<file path="config.mk">
export PLATFORM = sky130hd
export DESIGN_NAME = an_decode_arbiter_flat
export DESIGN_NICKNAME = d
export VERILOG_FILES = /design/src/rtl/an_decode_arbiter_if.sv /design/src/rtl/an_decode_arbiter.sv /design/src/flat_wrapper.sv
export SDC_FILE = /design/constraint.sdc
export NUM_CORES = 1
export LEC_CHECK = 0
export CAP_MARGIN = 20
export CORE_UTILIZATION = 30
export CTS_BUF_LIST = sky130_fd_sc_hd__clkbuf_8
export CTS_CLUSTER_SIZE = 10
export DETAILED_ROUTE_END_ITERATION = 8
export SLEW_MARGIN = 20
export SYNTH_ARGS = -nofsm -noshare
export SYNTH_HDL_FRONTEND = slang
export SYNTH_SLANG_ARGS = --single-unit
</file>
<file path="constraint.sdc">
create_clock -name clk -period 7.9 [get_ports clk]
set_input_delay 0.79 -clock clk [delete_from_list [all_inputs] [get_ports clk]]
set_output_delay 0.79 -clock clk [all_outputs]
set_load 0.05 [all_outputs]
</file>
<file path="src/rtl/an_decode_arbiter_if.sv">
// Requester and result handshake bundle for the shared AN-code (A=29) decoder.
// master = requesters/sink side, slave = the arbiter/decoder.
interface an_decode_arbiter_if #(
    parameter int NUM_REQ = 4,
    parameter int ID_W    = 2
);
    logic [NUM_REQ-1:0]    req_valid;
    logic [NUM_REQ*14-1:0] req_codeword;
    logic [NUM_REQ-1:0]    req_ready;
    logic                  out_valid;
    logic                  out_ready;
    logic [ID_W-1:0]       out_id;
    logic [9:0]            out_q;
    logic [4:0]            out_r;
    logic                  out_error;

    modport master (
        output req_valid, req_codeword, out_ready,
        input  req_ready, out_valid, out_id, out_q, out_r, out_error
    );

    modport slave (
        input  req_valid, req_codeword, out_ready,
        output req_ready, out_valid, out_id, out_q, out_r, out_error
    );
endinterface

</file>
<file path="src/rtl/an_decode_arbiter.sv">
// Round-robin arbiter sharing one registered A=29 Barrett decoder among NUM_REQ
// requesters; results carry the requester id and errors feed a saturating counter.
module an_decode_arbiter #(
    parameter int NUM_REQ  = 4,
    parameter int ID_W     = $clog2(NUM_REQ),
    parameter int ERRCNT_W = 16
) (
    input  logic                clk,
    input  logic                rst_n,
    an_decode_arbiter_if.slave  bus,
    input  logic                err_clr,
    output logic [ERRCNT_W-1:0] err_cnt,
    output logic                busy
);
    typedef enum logic [1:0] {
        ST_IDLE = 2'd0,
        ST_CALC = 2'd1,
        ST_HOLD = 2'd2
    } state_t;

    // Barrett estimate with 141/4096 ~ 1/29, then one correction step; returns {q, r, error}.
    function automatic logic [15:0] an_decode(input logic [13:0] cw);
        logic [9:0] q_est;
        logic [5:0] r_est;
        logic [9:0] q_fix;
        logic [4:0] r_fix;
        q_est = 10'(({8'd0, cw} * 22'd141) >> 12);
        r_est = 6'({1'b0, cw} - 15'({5'd0, q_est} * 15'd29));
        if (r_est >= 6'd29) begin
            q_fix = q_est + 10'd1;
            r_fix = 5'(r_est - 6'd29);
        end else begin
            q_fix = q_est;
            r_fix = r_est[4:0];
        end
        return {q_fix, r_fix, (r_fix != 5'd0)};
    endfunction

    state_t              state_r;
    state_t              state_nxt_s;
    logic [ID_W-1:0]     rr_ptr_r;
    logic [13:0]         cw_r;
    logic [ID_W-1:0]     id_r;
    logic                out_valid_r;
    logic [ID_W-1:0]     out_id_r;
    logic [9:0]          out_q_r;
    logic [4:0]          out_r_r;
    logic                out_error_r;
    logic [ERRCNT_W-1:0] err_cnt_r;
    logic                busy_r;

    logic                found_hi_s;
    logic                found_lo_s;
    logic [ID_W-1:0]     grant_hi_s;
    logic [ID_W-1:0]     grant_lo_s;
    logic                grant_found_s;
    logic [ID_W-1:0]     grant_s;
    logic [ID_W-1:0]     ptr_nxt_s;
    logic                accept_s;
    logic                hs_s;
    logic [13:0]         cw_sel_s;
    logic [NUM_REQ-1:0]  req_ready_s;

    // Round-robin pick: lowest valid index at/after rr_ptr, else lowest valid overall (wrap).
    always_comb begin
        found_hi_s = 1'b0;
        found_lo_s = 1'b0;
        grant_hi_s = '0;
        grant_lo_s = '0;
        for (int j = NUM_REQ - 1; j >= 0; j--) begin
            if (bus.req_valid[j]) begin
                found_lo_s = 1'b1;
                grant_lo_s = ID_W'(j);
                if (ID_W'(j) >= rr_ptr_r) begin
                    found_hi_s = 1'b1;
                    grant_hi_s = ID_W'(j);
                end else begin
                    found_hi_s = found_hi_s;
                end
            end else begin
                found_lo_s = found_lo_s;
            end
        end
        grant_found_s = found_hi_s | found_lo_s;
        grant_s       = found_hi_s ? grant_hi_s : grant_lo_s;
    end

    assign accept_s  = (state_r == ST_IDLE) && grant_found_s;
    assign hs_s      = (state_r == ST_HOLD) && bus.out_ready;
    assign ptr_nxt_s = (grant_s == ID_W'(NUM_REQ - 1)) ? '0 : grant_s + ID_W'(1);

    // Codeword mux and one-hot ready; ready is held low while reset is asserted.
    always_comb begin
        cw_sel_s    = 14'd0;
        req_ready_s = '0;
        for (int i = 0; i < NUM_REQ; i++) begin
            if (grant_s == ID_W'(i)) begin
                cw_sel_s       = bus.req_codeword[i*14 +: 14];
                req_ready_s[i] = rst_n & accept_s;
            end else begin
                req_ready_s[i] = 1'b0;
            end
        end
    end

    // FSM state register.
    always_ff @(posedge clk or negedge rst_n) begin
        if (!rst_n) begin
            state_r <= ST_IDLE;
        end else begin
            state_r <= state_nxt_s;
        end
    end

    // FSM next-state logic.
    always_comb begin
        state_nxt_s = state_r;
        case (state_r)
            ST_IDLE: begin
                if (grant_found_s) begin
                    state_nxt_s = ST_CALC;
                end else begin
                    state_nxt_s = ST_IDLE;
                end
            end
            ST_CALC: state_nxt_s = ST_HOLD;
            ST_HOLD: begin
                if (bus.out_ready) begin
                    state_nxt_s = ST_IDLE;
                end else begin
                    state_nxt_s = ST_HOLD;
                end
            end
            default: state_nxt_s = ST_IDLE;
        endcase
    end

    // Capture the granted word, decode it in CALC and hold the result until the sink takes it.
    always_ff @(posedge clk or negedge rst_n) begin
        if (!rst_n) begin
            rr_ptr_r    <= '0;
            cw_r        <= 14'd0;
            id_r        <= '0;
            out_valid_r <= 1'b0;
            out_id_r    <= '0;
            out_q_r     <= 10'd0;
            out_r_r     <= 5'd0;
            out_error_r <= 1'b0;
            busy_r      <= 1'b0;
        end else begin
            if (accept_s) begin
                cw_r     <= cw_sel_s;
                id_r     <= grant_s;
                rr_ptr_r <= ptr_nxt_s;
            end
            if (state_r == ST_CALC) begin
                {out_q_r, out_r_r, out_error_r} <= an_decode(cw_r);
                out_id_r    <= id_r;
                out_valid_r <= 1'b1;
            end else if (hs_s) begin
                out_valid_r <= 1'b0;
            end
            busy_r <= (state_nxt_s != ST_IDLE);
        end
    end

    // Saturating error counter; a clear beats a simultaneous increment.
    always_ff @(posedge clk or negedge rst_n) begin
        if (!rst_n) begin
            err_cnt_r <= '0;
        end else if (err_clr) begin
            err_cnt_r <= '0;
        end else if (hs_s && out_error_r && (err_cnt_r != {ERRCNT_W{1'b1}})) begin
            err_cnt_r <= err_cnt_r + ERRCNT_W'(1);
        end
    end

    assign bus.req_ready = req_ready_s;
    assign bus.out_valid = out_valid_r;
    assign bus.out_id    = out_id_r;
    assign bus.out_q     = out_q_r;
    assign bus.out_r     = out_r_r;
    assign bus.out_error = out_error_r;
    assign err_cnt       = err_cnt_r;
    assign busy          = busy_r;
endmodule

</file>
<file path="src/flat_wrapper.sv">
// flat-port wrapper written by rule: the top's interface ports become plain ports
module an_decode_arbiter_flat 
#(
    parameter int NUM_REQ  = 4,
    parameter int ID_W     = $clog2(NUM_REQ),
    parameter int ERRCNT_W = 16
)
  (clk, rst_n, err_clr, err_cnt, busy, bus_req_valid, bus_req_codeword, bus_out_ready, bus_req_ready, bus_out_valid, bus_out_id, bus_out_q, bus_out_r, bus_out_error);
  an_decode_arbiter_if #(.NUM_REQ(NUM_REQ), .ID_W(ID_W)) bus_i ();
  input  logic clk;
  input  logic rst_n;
  input  logic err_clr;
  output logic [ERRCNT_W-1:0] err_cnt;
  output logic busy;
  input wire logic [$bits(bus_i.req_valid)-1:0] bus_req_valid;
  input wire logic [$bits(bus_i.req_codeword)-1:0] bus_req_codeword;
  input wire logic [$bits(bus_i.out_ready)-1:0] bus_out_ready;
  output wire logic [$bits(bus_i.req_ready)-1:0] bus_req_ready;
  output wire logic [$bits(bus_i.out_valid)-1:0] bus_out_valid;
  output wire logic [$bits(bus_i.out_id)-1:0] bus_out_id;
  output wire logic [$bits(bus_i.out_q)-1:0] bus_out_q;
  output wire logic [$bits(bus_i.out_r)-1:0] bus_out_r;
  output wire logic [$bits(bus_i.out_error)-1:0] bus_out_error;
  assign bus_i.req_valid = bus_req_valid;
  assign bus_i.req_codeword = bus_req_codeword;
  assign bus_i.out_ready = bus_out_ready;
  assign bus_req_ready = bus_i.req_ready;
  assign bus_out_valid = bus_i.out_valid;
  assign bus_out_id = bus_i.out_id;
  assign bus_out_q = bus_i.out_q;
  assign bus_out_r = bus_i.out_r;
  assign bus_out_error = bus_i.out_error;
  an_decode_arbiter #(.NUM_REQ(NUM_REQ), .ID_W(ID_W), .ERRCNT_W(ERRCNT_W)) u_core (.clk(clk), .rst_n(rst_n), .bus(bus_i), .err_clr(err_clr), .err_cnt(err_cnt), .busy(busy));
endmodule
</file>
# After elaboration in Yosys (flattened, before gate mapping)
# Cells that the tools add are included.
classes:
  n_mux: 44
  magnitude_cmp: 5
  add_sub_neg: 5
  eq_ne: 6
  mul: 2
  reduce_logical: 10
  n_shift: 0
  bitwise: 2
  div_mod_pow: 0
op_table:
  columns: ["op", "count"]
  rows:
  - ["$mux W14", 4]
  - ["$mux W16", 2]
  - ["$mux W2", 15]
  - ["$mul A14 B8 Y22 const B", 1]
  - ["$mux W1", 19]
  - ["$add A16 B1 Y16 const B", 1]
  - ["$ne A16 B16 Y1 const B", 1]
  - ["$add A10 B1 Y10 const B", 1]
  - ["$mul A10 B5 Y6 const B", 1]
  - ["$mux W10", 1]
  - ["$mux W5", 2]
  - ["$eq A2 B2 Y1 const B", 3]
  - ["$ge A6 B5 Y1 const B", 1]
  - ["$pmux W2 S3", 1]
  - ["$reduce_bool A2 Y1", 3]
  - ["$sub A6 B6 Y6", 1]
  - ["$reduce_bool A5 Y1", 1]
  - ["$sub A5 B5 Y5 const B", 1]
  - ["$eq A2 B1 Y1 const B", 2]
  - ["$ge A1 B2 Y1 const A", 2]
  - ["$ge A2 B2 Y1 const A", 2]
  - ["$logic_and A1 B1 Y1", 4]
  - ["$logic_not A2 Y1", 2]
  - ["$add A2 B1 Y2 const B", 1]
  - ["2 further kinds", 2]
word_totals:
  regBits: 56
  rom_bits: 0
  memories: 0
  wordCells: 85
  latchBits: 0
  output_inout_bits: 40
  inputBits: 64
  ram_bits: 0

# Longest topological paths before layout
# Gate-level depths: netlist of the first run.
logic_depth:
  ltp_word: 15
  mapped_depth: 29
  depth_no_buf: 28

# Worst setup path before layout of the first run
# OpenSTA, ideal clock, no wires.
synth_path:
  kind: "reg2reg"
  startpoint: "register u_core.cw_r[6]"
  endpoint: "register u_core.out_error_r (netlist: u_core.bus.out_error)"
  arrival_time_ns: 6.985
  slack_ns: 0.777
  setup_ns: 0.138
  n_path_buf: 1
  path_stages_with_launch: 28
  synth_period_minus_slack_ns: 7.123
  required_time_ns: 7.762
  cell_sequence: "dfrtp_1 > ha_1 > ha_1 > fa_1 > inv_1 > fa_1 > inv_1 > ha_1 > a21oi_1 > o21ai_0 > a31o_2 > xor2_1 > inv_1 > fa_1 > inv_1 > fa_1 > fa_1 > inv_1 > ha_1 > or3_1 > o32ai_1 > a31oi_1 > xnor2_2 > xor2_2 > buf_4 > nor3_1 > a211oi_2 > a31oi_1"
synth_between:
  elab_chain_cells: 7
  word_cells_on_any_way: 8
  cone_classes: "add/sub (2); mul (2); order compare (1); mux (2); reduce/logical (1)"
synth_lines:
  columns: ["element", "line", "text"]
  rows:
  - ["start, declared", "an_decode_arbiter.sv:42", "logic [13:0] cw_r;"]
  - ["start signal, assigned", "an_decode_arbiter.sv:152", "cw_r <= cw_sel_s;"]
  - ["$mul A14 B8 Y22 *", "an_decode_arbiter.sv:27", "q_est = 10'(({8'd0, cw} * 22'd141) >> 12);"]
  - ["$mul A10 B5 Y6 *", "an_decode_arbiter.sv:28", "r_est = 6'({1'b0, cw} - 15'({5'd0, q_est} * 15'd29));"]
  - ["$sub A6 B6 Y6 *", "an_decode_arbiter.sv:28", null]
  - ["$sub A5 B5 Y5 / $ge A6 B5 Y1 (equally long branches)", "an_decode_arbiter.sv:31, an_decode_arbiter.sv:29", null]
  - ["$mux W5 *", "an_decode_arbiter.sv:29", "if (r_est >= 6'd29) begin"]
  - ["$mux W5 *", "an_decode_arbiter.sv:156", "if (state_r == ST_CALC) begin"]
  - ["$reduce_bool A5 Y1 *", "an_decode_arbiter.sv:36", "return {q_fix, r_fix, (r_fix != 5'd0)};"]
  - ["end signal, assigned", "an_decode_arbiter.sv:157", "{out_q_r, out_r_r, out_error_r} <= an_decode(cw_r);"]
  - ["end, declared", "an_decode_arbiter.sv:48", "logic out_error_r;"]
# Mark *: on every way between the ends. The rest lies on a longest branch, timed or not. The select of a mux whose other input is x is not followed.
# A chain may end at the register's enable or synchronous reset.

# Worst setup path in the final report of the first run
# Ends and elaborated chain as after synthesis.

==> results_dict.tcl, run 1 <==
set metrics [dict create \
    place_inst 930 \
    drcViolationCount 0 \
    clk_pin_slew_ps 110 \
    ios 104 \
    instances_no_fill 938 \
    synth_area_um2 5380 \
    postCtsSetupRepairBufs 0 \
    fin_worst_skew_ps 14.9 \
    diodes 0 \
    antenna_found_initial 0 \
    htreeDepth 2 \
    grt_util_all_layers_pct 14.1 \
    synth_compound_area_share_pct 16.3 \
    dp_hpwl_um 9920 \
    synth_area_per_cell_um2 8.69 \
    grt_pass1_vias 4356 \
    grt_max_degree 61 \
    drv_cap 0 \
    synth_fp_nets 787 \
    drt_iter0_markers 161 \
    fin_crit_sh_pct 93.8 \
    wirelength_um 11900 \
    cts_buffer_depth 2 \
    grt_first_pass_wirelength_um 20700 \
    final_util_pct 38.8 \
    grt_remaining_overflow 0 \
    fmax_mhz 135 \
    die_width_um 136 \
    cts.sinks 56 \
    antenna_left 0 \
    setup_viol 0 \
    area_growth_pct 25.7 \
    fillers 1761 \
    synth-edff-count 0 \
    root_buffer "clkbuf_8" \
    path_depth 27 \
    cpLargestDelayFamily "adder cells" \
    yosysWarnings 0 \
    row_count 48 \
    cp_slowest_cell "fa_1" \
    wl_per_cell_um 12.7 \
    wl_met2_um 5370 \
    setup_ws_ps 493 \
    top_layer "met4" \
    worstPathArrival_ps 7680 \
    slowest_delay_ps 540 \
    syn_inst 619 \
    start_util_pct 30.9 \
    final_common_cell "clkdlybuf4s50_1" \
    path_class "flop to flop" \
    slew_viol_final 0 \
    insertion_delay_ps 340 \
    synth_top_family_by_area "adder cells" \
    start_kind "flop" \
    vias 4339 \
    worst_pin_slew_ps 968 \
    synthAdderAreaFrac_pct 27.4 \
    rsz0062_at_grt "no" \
    yosys_most_used_dff "dfrtp_1" \
    final_cell_mix "102 x clkdlybuf4s50_1, 81 x ha_1, 69 x inv_1, 65 x nand2_1, 59 x nor2_1" \
    core_area_um2 17400 \
    hp-class "flop to flop" \
    rr_worst_depth 27 \
    crit_path_end_kind "flop" \
    synthMuxAreaShare_pct 0.768 \
    routabilityCongestion 0.806 \
    route.met3.wl_um 600 \
    synth_cell_types 55 \
    drive_above_1_share_pct 3.37 \
    avgViaCountPerCell 4.63 \
    fin_setup_tns_ps 0 \
    synth_xor_area_share_pct 7.96 \
    tritoncts "done" \
    io_buffers 103 \
    cp_num_buf_inv 5 \
    pre_cts_slack_ps 401 \
    dieArea_um2 18500 \
    status "complete, no violations" \
    yosys.area_share.simple_pct 15.1 \
    max_slew_margin_pct 35.5 \
    die_h_um 136 \
    min_path_cells 2 \
    final_hold_viol_count 0 \
    layout.nets 880 \
    dr.pass1.iters 4 \
    numCtsBuffers 5 \
    ys_ff_latch 56 \
    min_period_ps 7410 \
    wl_met1_um 5830 \
    crit_fanout 13 \
    synth_seq_area_share_pct 26.1 \
    ys_async_sr_fraction_pct 100 \
    critPathRequiredTime_ps 8170 \
]
[worst paths after layout]
path	start	to	slack, ps
max	u_core.cw_r[6]$_DFFE_PN0P_	u_core.bus.out_error$_DFFE_PN0P_	490
min	u_core.bus.out_q[5]$_DFFE_PN0P_	u_core.bus.out_q[5]$_DFFE_PN0P_	490
max reg2reg	u_core.cw_r[6]$_DFFE_PN0P_	u_core.bus.out_error$_DFFE_PN0P_	490
min in group asynchronous	rst_n	u_core.err_cnt[10]$_DFFE_PN0P_	570
min reg2reg	u_core.bus.out_q[5]$_DFFE_PN0P_	u_core.bus.out_q[5]$_DFFE_PN0P_	490
max in group asynchronous	rst_n	u_core.rr_ptr_r[1]$_DFFE_PN0P_	6820
[cell type report]
class	instances	area (um2)	share of cell area (%)
multi-input cells	472	3640	53.8
clock inverters	3	46.3	0.685
well taps	225	282	4.16
inverters	69	259	3.83
repair buffers	108	1060	15.7
flip-flops and latches	56	1400	20.7
clock buffers	5	68.8	1.02
[registers in the layout, indices dropped and copies added (netlist names)]
signal and count:
u_core.bus.out_error 1, u_core.bus.out_id 2, u_core.bus.out_q 10, u_core.bus.out_r 5, u_core.bus.out_valid 1, u_core.busy 1, u_core.cw_r 14, u_core.err_cnt 16
u_core.id_r 2, u_core.rr_ptr_r 2, u_core.state_r 2
[kinds of logic after synthesis]
logic type                 Yosys count
buffers and inverters               91
DFF                                 56
xor gates and xnor gates            45
adders and majority gates          104
AOI/OAI and AO/OA                  140
and+or+nand+nor                    179
muxes                                4
[routing by layer]
metal	vias up	GRT usage, %
li1	2288	-
met1	1955	19.1
met2	90	22.4
met3	6	3.65
met4	0	3.46
met5	-	0
[cell usage after synthesis (6+ instances only)]
cell type   n  area (um2)
nand3_1     9        45.0
ha_1       81        1010
inv_1      69         259
fa_1       23         460
and3_1      6        37.5
dfrtp_1    56        1400
a22oi_1    14         105
nor2b_1     6        37.5
a21oi_1    51         255
clkbuf_1   19        71.3
xor2_1     14         123
nand2_1    65         244
o21ai_0    29         145
o21a_1      6        45.0
nand4_1     6        37.5
a211oi_1    6        45.0
xnor2_1    28         245
nor2_1     59         221
a21o_1      7        52.6
nor3_1      6        30.0
[worst reg2reg max path, delay by kind of cell, from the launching register on]
kind,cells,cell delay [ps]
xor gates and xnor gates,3,790
AOI/OAI and AO/OA,8,1570
DFF,1,470
and+or+nand+nor,2,510
adders and majority gates,9,3720
buffers and inverters,5,280
[stage by stage]
step / hold slack [ps] / instance area [um2]
after detailed placement: 461 / 6630
after global placement: 456 / 6630
after global routing: 509 / 6760
final: 487 / 6760
after CTS: 487 / 6750
after floorplan: 439 / 5380
[repair_timing]
item | in CTS | in global routing
resized for setup | 0 | 1
hold buffers | 0 | 0
endpoints found under the setup margin | 0 | 1
Power of run 1 is left out: the tool's default activity adds up to more than one toggle a clock period on the data nets, which glitch-free logic cannot reach.
==> run 2, diff against run 1 <==
==> constraint.sdc (replaced) <==
create_clock -name clk -period 9.06 [get_ports clk]
set_input_delay 0.906 -clock clk [delete_from_list [all_inputs] [get_ports clk]]
set_output_delay 0.906 -clock clk [all_outputs]
set_load 0.05 [all_outputs]
==> results_dict.tcl, run 2 (synthesized netlist as in run 1, its figures left out) <==
set metrics [dict create \
    status "complete, no violations" \
    wl_per_cell_um 12.5 \
    drt_iter0_markers 162 \
    insertion_delay_ps 330 \
    pre_cts_slack_ps 1380 \
    setup_viol 0 \
    grt_first_pass_wirelength_um 20300 \
    dr.pass1.iters 4 \
    ff2ff_setup_slack_ps 1390 \
    vias 4365 \
    postCtsSetupRepairBufs 0 \
    antenna_found_initial 0 \
    layout.nets 879 \
    fin_setup_tns_ps 0 \
    final_cell_mix "102 x clkdlybuf4s50_1, 81 x ha_1, 69 x inv_1, 65 x nand2_1, 59 x nor2_1" \
    grt_pass1_vias 4289 \
    path_class "flop to flop" \
    area_growth_pct 25.0 \
    max_slew_margin_pct 41.6 \
    row_count 48 \
    clk_pin_slew_ps 110 \
    slowest_delay_ps 540 \
    diodes 0 \
    dp_hpwl_um 9750 \
    worst_pin_slew_ps 877 \
    min_period_ps 7670 \
    critPathRequiredTime_ps 9310 \
    tritoncts "done" \
    drcViolationCount 0 \
    rsz0062_at_grt "no" \
    routabilityCongestion 0.778 \
    start_kind "flop" \
    slew_viol_final 0 \
    fmax_mhz 130 \
    ios 104 \
    die_width_um 136 \
    cpLargestDelayFamily "adder cells" \
    fin_hold_ws_ps 476 \
    final_common_cell "clkdlybuf4s50_1" \
    die_h_um 136 \
    fillers 1831 \
    cts_buffer_depth 2 \
    largest_reg_flops 16 \
    ctsHoldBuffers 0 \
    avgViaCountPerCell 4.66 \
    dieArea_um2 18500 \
    final_hold_viol_count 0 \
    fin_worst_skew_ps 14.2 \
    crit_fanout 13 \
    hp-class "flop to flop" \
    worstPathArrival_ps 7930 \
    crit_path_end_kind "flop" \
    root_buffer "clkbuf_8" \
    drive_above_1_share_pct 3.23 \
    cts_resized 0 \
    cts.sinks 56 \
    core_area_um2 17400 \
    antenna_left 0 \
    grt_util_all_layers_pct 13.6 \
    io_buffers 103 \
    grt_max_degree 61 \
    cp_num_buf_inv 5 \
    drv_cap 0 \
    wirelength_um 11700 \
    grt_remaining_overflow 0 \
    cp_slowest_cell "fa_1" \
    htreeDepth 2 \
    numCtsBuffers 5 \
    start_util_pct 30.9 \
    setup_ws_ps 1390 \
    fin_crit_sh_pct 84.7 \
]
[run 2: routing by layer]
| metal | vias up | global-route usage, % | wire (um) |
|---|---|---|---|
| li1 | 2288 | - | - |
| met1 | 1973 | 18.5 | 5790 |
| met2 | 95 | 21.7 | 5230 |
| met3 | 9 | 2.95 | 593 |
| met4 | 0 | 2.96 | 118 |
| met5 | - | 0 | 0 |
[run 2: worst min-delay path, stage by stage (launching register included)]
cell and delay [ps]:
dfrtp_1 360, nand2_1 50, nand2_1 50
[run 2: final cells by class]
class	instances	area (um2)	area share (%)
Timing Repair Buffer	107	1060	15.7
Clock inverter	3	26.3	0.391
Tap cell	225	282	4.19
Sequential cell	56	1400	20.8
Clock buffer	5	68.8	1.02
Inverter	69	259	3.85
Multi-Input combinational cell	472	3630	54.0
[run 2: path summary, 6_finish.rpt]
path                                             from                                to  cells after the start
setup / recovery           u_core.cw_r[6]$_DFFE_PN0P_   u_core.bus.out_r[1]$_DFFE_PN0P_                     27
hold / removal             u_core.id_r[1]$_DFFE_PN0P_  u_core.bus.out_id[1]$_DFFE_PN0P_                      2
setup reg to reg           u_core.cw_r[6]$_DFFE_PN0P_   u_core.bus.out_r[1]$_DFFE_PN0P_                     27
hold reg to reg            u_core.id_r[1]$_DFFE_PN0P_  u_core.bus.out_id[1]$_DFFE_PN0P_                      2
max in group asynchronous                       rst_n        u_core.cw_r[0]$_DFFE_PN0P_                      2
min in group asynchronous                       rst_n    u_core.err_cnt[10]$_DFFE_PN0P_                      2
[run 2: metrics by stage]
step,cells,area (um2),util (%)
finish,937,6720,38.6
global route,937,6720,38.6
CTS,937,6720,38.6
detailed placement,929,6630,38.0
global placement,929,6630,38.0
floorplan,619,5380,-
Power of run 2 is left out for the same reason.
==> run 3, diff against run 2 <==
==> constraint.sdc (replaced) <==
create_clock -name clk -period 7.7 [get_ports clk]
set_input_delay 0.77 -clock clk [delete_from_list [all_inputs] [get_ports clk]]
set_output_delay 0.77 -clock clk [all_outputs]
set_load 0.05 [all_outputs]
==> results_dict.tcl, run 3 (synthesized netlist as in run 1, its figures left out) <==
set metrics [dict create \
    drcViolationCount 0 \
    max_slew_margin_pct 33.9 \
    grt_util_all_layers_pct 13.5 \
    min_period_ps 7290 \
    row_count 48 \
    die_width_um 136 \
    wl_per_cell_um 12.6 \
    worstPathArrival_ps 7540 \
    start_util_pct 30.9 \
    setup_viol 0 \
    largest_reg_flops 16 \
    ios 104 \
    r2r-start "u_core.cw_r[6]$_DFFE_PN0P_" \
    wirelength_um 11900 \
    antenna_found_initial 0 \
    slowest_delay_ps 550 \
    hp-class "flop to flop" \
    pre_cts_slack_ps 219 \
    numCtsBuffers 5 \
    r2r_end "u_core.bus.out_r[1]$_DFFE_PN0P_" \
    slew_viol_final 0 \
    tritoncts "done" \
    final_common_cell "clkdlybuf4s50_1" \
    io_buffers 103 \
    rr_worst_depth 27 \
    fmax_mhz 137 \
    start_kind "flop" \
    vias 4380 \
    drive_above_1_share_pct 4.46 \
    htreeDepth 2 \
    root_buffer "clkbuf_8" \
    cts_buffer_depth 2 \
    grt_max_degree 61 \
    fin_crit_sh_pct 94.7 \
    status "complete, no violations" \
    fin_setup_tns_ps 0 \
    die_h_um 136 \
    core_area_um2 17400 \
    path_class "flop to flop" \
    grt_pass1_vias 4315 \
    dr.pass1.iters 4 \
    clk_pin_slew_ps 100 \
    cp_slowest_cell "fa_1" \
    crit_fanout 8 \
    grt_first_pass_wirelength_um 20300 \
    routabilityCongestion 0.792 \
    min-delay-start "u_core.id_r[0]$_DFFE_PN0P_" \
    final_cell_mix "102 x clkdlybuf4s50_1, 81 x ha_1, 69 x inv_1, 65 x nand2_1, 59 x nor2_1" \
    diodes 0 \
    cts.sinks 56 \
    worst_pin_slew_ps 992 \
    insertion_delay_ps 320 \
    fin_worst_skew_ps 11.7 \
    dp_hpwl_um 9780 \
    final_hold_viol_count 0 \
    area_growth_pct 26.2 \
    grt_remaining_overflow 0 \
    setup_ws_ps 407 \
    dieArea_um2 18500 \
    ff2ff_setup_slack_ps 410 \
    antenna_left 0 \
    critPathRequiredTime_ps 7950 \
    avgViaCountPerCell 4.65 \
    crit_path_end_kind "flop" \
    drv_cap 0 \
    drt_iter0_markers 151 \
    ctsHoldBuffers 0 \
    hold_end "u_core.bus.out_id[0]$_DFFE_PN0P_" \
    layout.nets 884 \
    min_path_cells 2 \
    fillers 1802 \
]
[run 3: cell types whose count changed in the layout (fill, tap and decap cells not counted)]
| cell | previous run | this run |
|---|---|---|
| buf_4 | 4 | 9 |
| a211oi_1 | 6 | 4 |
| a211oi_2 | 2 | 4 |
| clkinvlp_4 | 0 | 2 |
| inv_6 | 2 | 0 |
| a21oi_1 | 51 | 50 |
| a21oi_2 | 0 | 1 |
| xnor2_1 | 28 | 27 |
| xnor2_2 | 1 | 2 |
| xor2_2 | 1 | 0 |
| xor2_4 | 1 | 2 |
[run 3: stage by stage]
step	cells	cell area (um2)	hold slack, ps	utilization [%]
6_report	942	6790	481	39.0
5_1_grt	942	6790	527	39.0
4_1_cts	940	6740	489	38.7
3_5_place_dp	932	6650	460	38.2
3_3_place_gp	932	6650	452	38.2
2_1_floorplan	619	5380	439	-
[run 3: how the worst max path moves through the flow]
stage | to | start
floorplan | u_core.bus.out_error$_DFFE_PN0P_ | u_core.cw_r[6]$_DFFE_PN0P_
global route | u_core.bus.out_q[2]$_DFFE_PN0P_ | u_core.cw_r[6]$_DFFE_PN0P_
global placement | u_core.bus.out_r[1]$_DFFE_PN0P_ | u_core.cw_r[6]$_DFFE_PN0P_
finish | u_core.bus.out_r[1]$_DFFE_PN0P_ | u_core.cw_r[6]$_DFFE_PN0P_
detailed placement | u_core.bus.out_r[1]$_DFFE_PN0P_ | u_core.cw_r[6]$_DFFE_PN0P_
CTS | u_core.bus.out_r[1]$_DFFE_PN0P_ | u_core.cw_r[6]$_DFFE_PN0P_
[run 3: final cells by class]
cell class                 instances  area (um2)  share of cell area [%]
inverter                          69         259                    3.81
multi-input combinational        472        3660                    53.9
clock buffer                       5        68.8                    1.01
clock inverter                     3        23.8                   0.350
sequential                        56        1400                    20.6
tap                              225         282                    4.15
timing repair buffer             112        1090                    16.1
[run 3: critical path: cells and delay by family, from the launching register on]
kind	cells	cell delay [ps]
DFF	1	450
buffers and inverters	5	250
xor gates and xnor gates	3	690
adders and majority gates	9	3720
AOI/OAI and AO/OA	7	1360
and+or+nand+nor	3	760
[run 3: timing repair]
action	in CTS	in global routing
setup buffers	0	2
gates resized for setup	0	5
endpoints found under the hold margin	0	0
setup endpoints to repair	0	16
[run 3: per-layer routing]
metal  up-vias  wire (um)  GRT usage [%]
met3         6        611           2.57
met2       101       5310           21.5
met4         0         77           2.16
met5         -          0              0
met1      1980       5900           19.2
li1       2293          -              -
Power of run 3 is left out for the same reason.
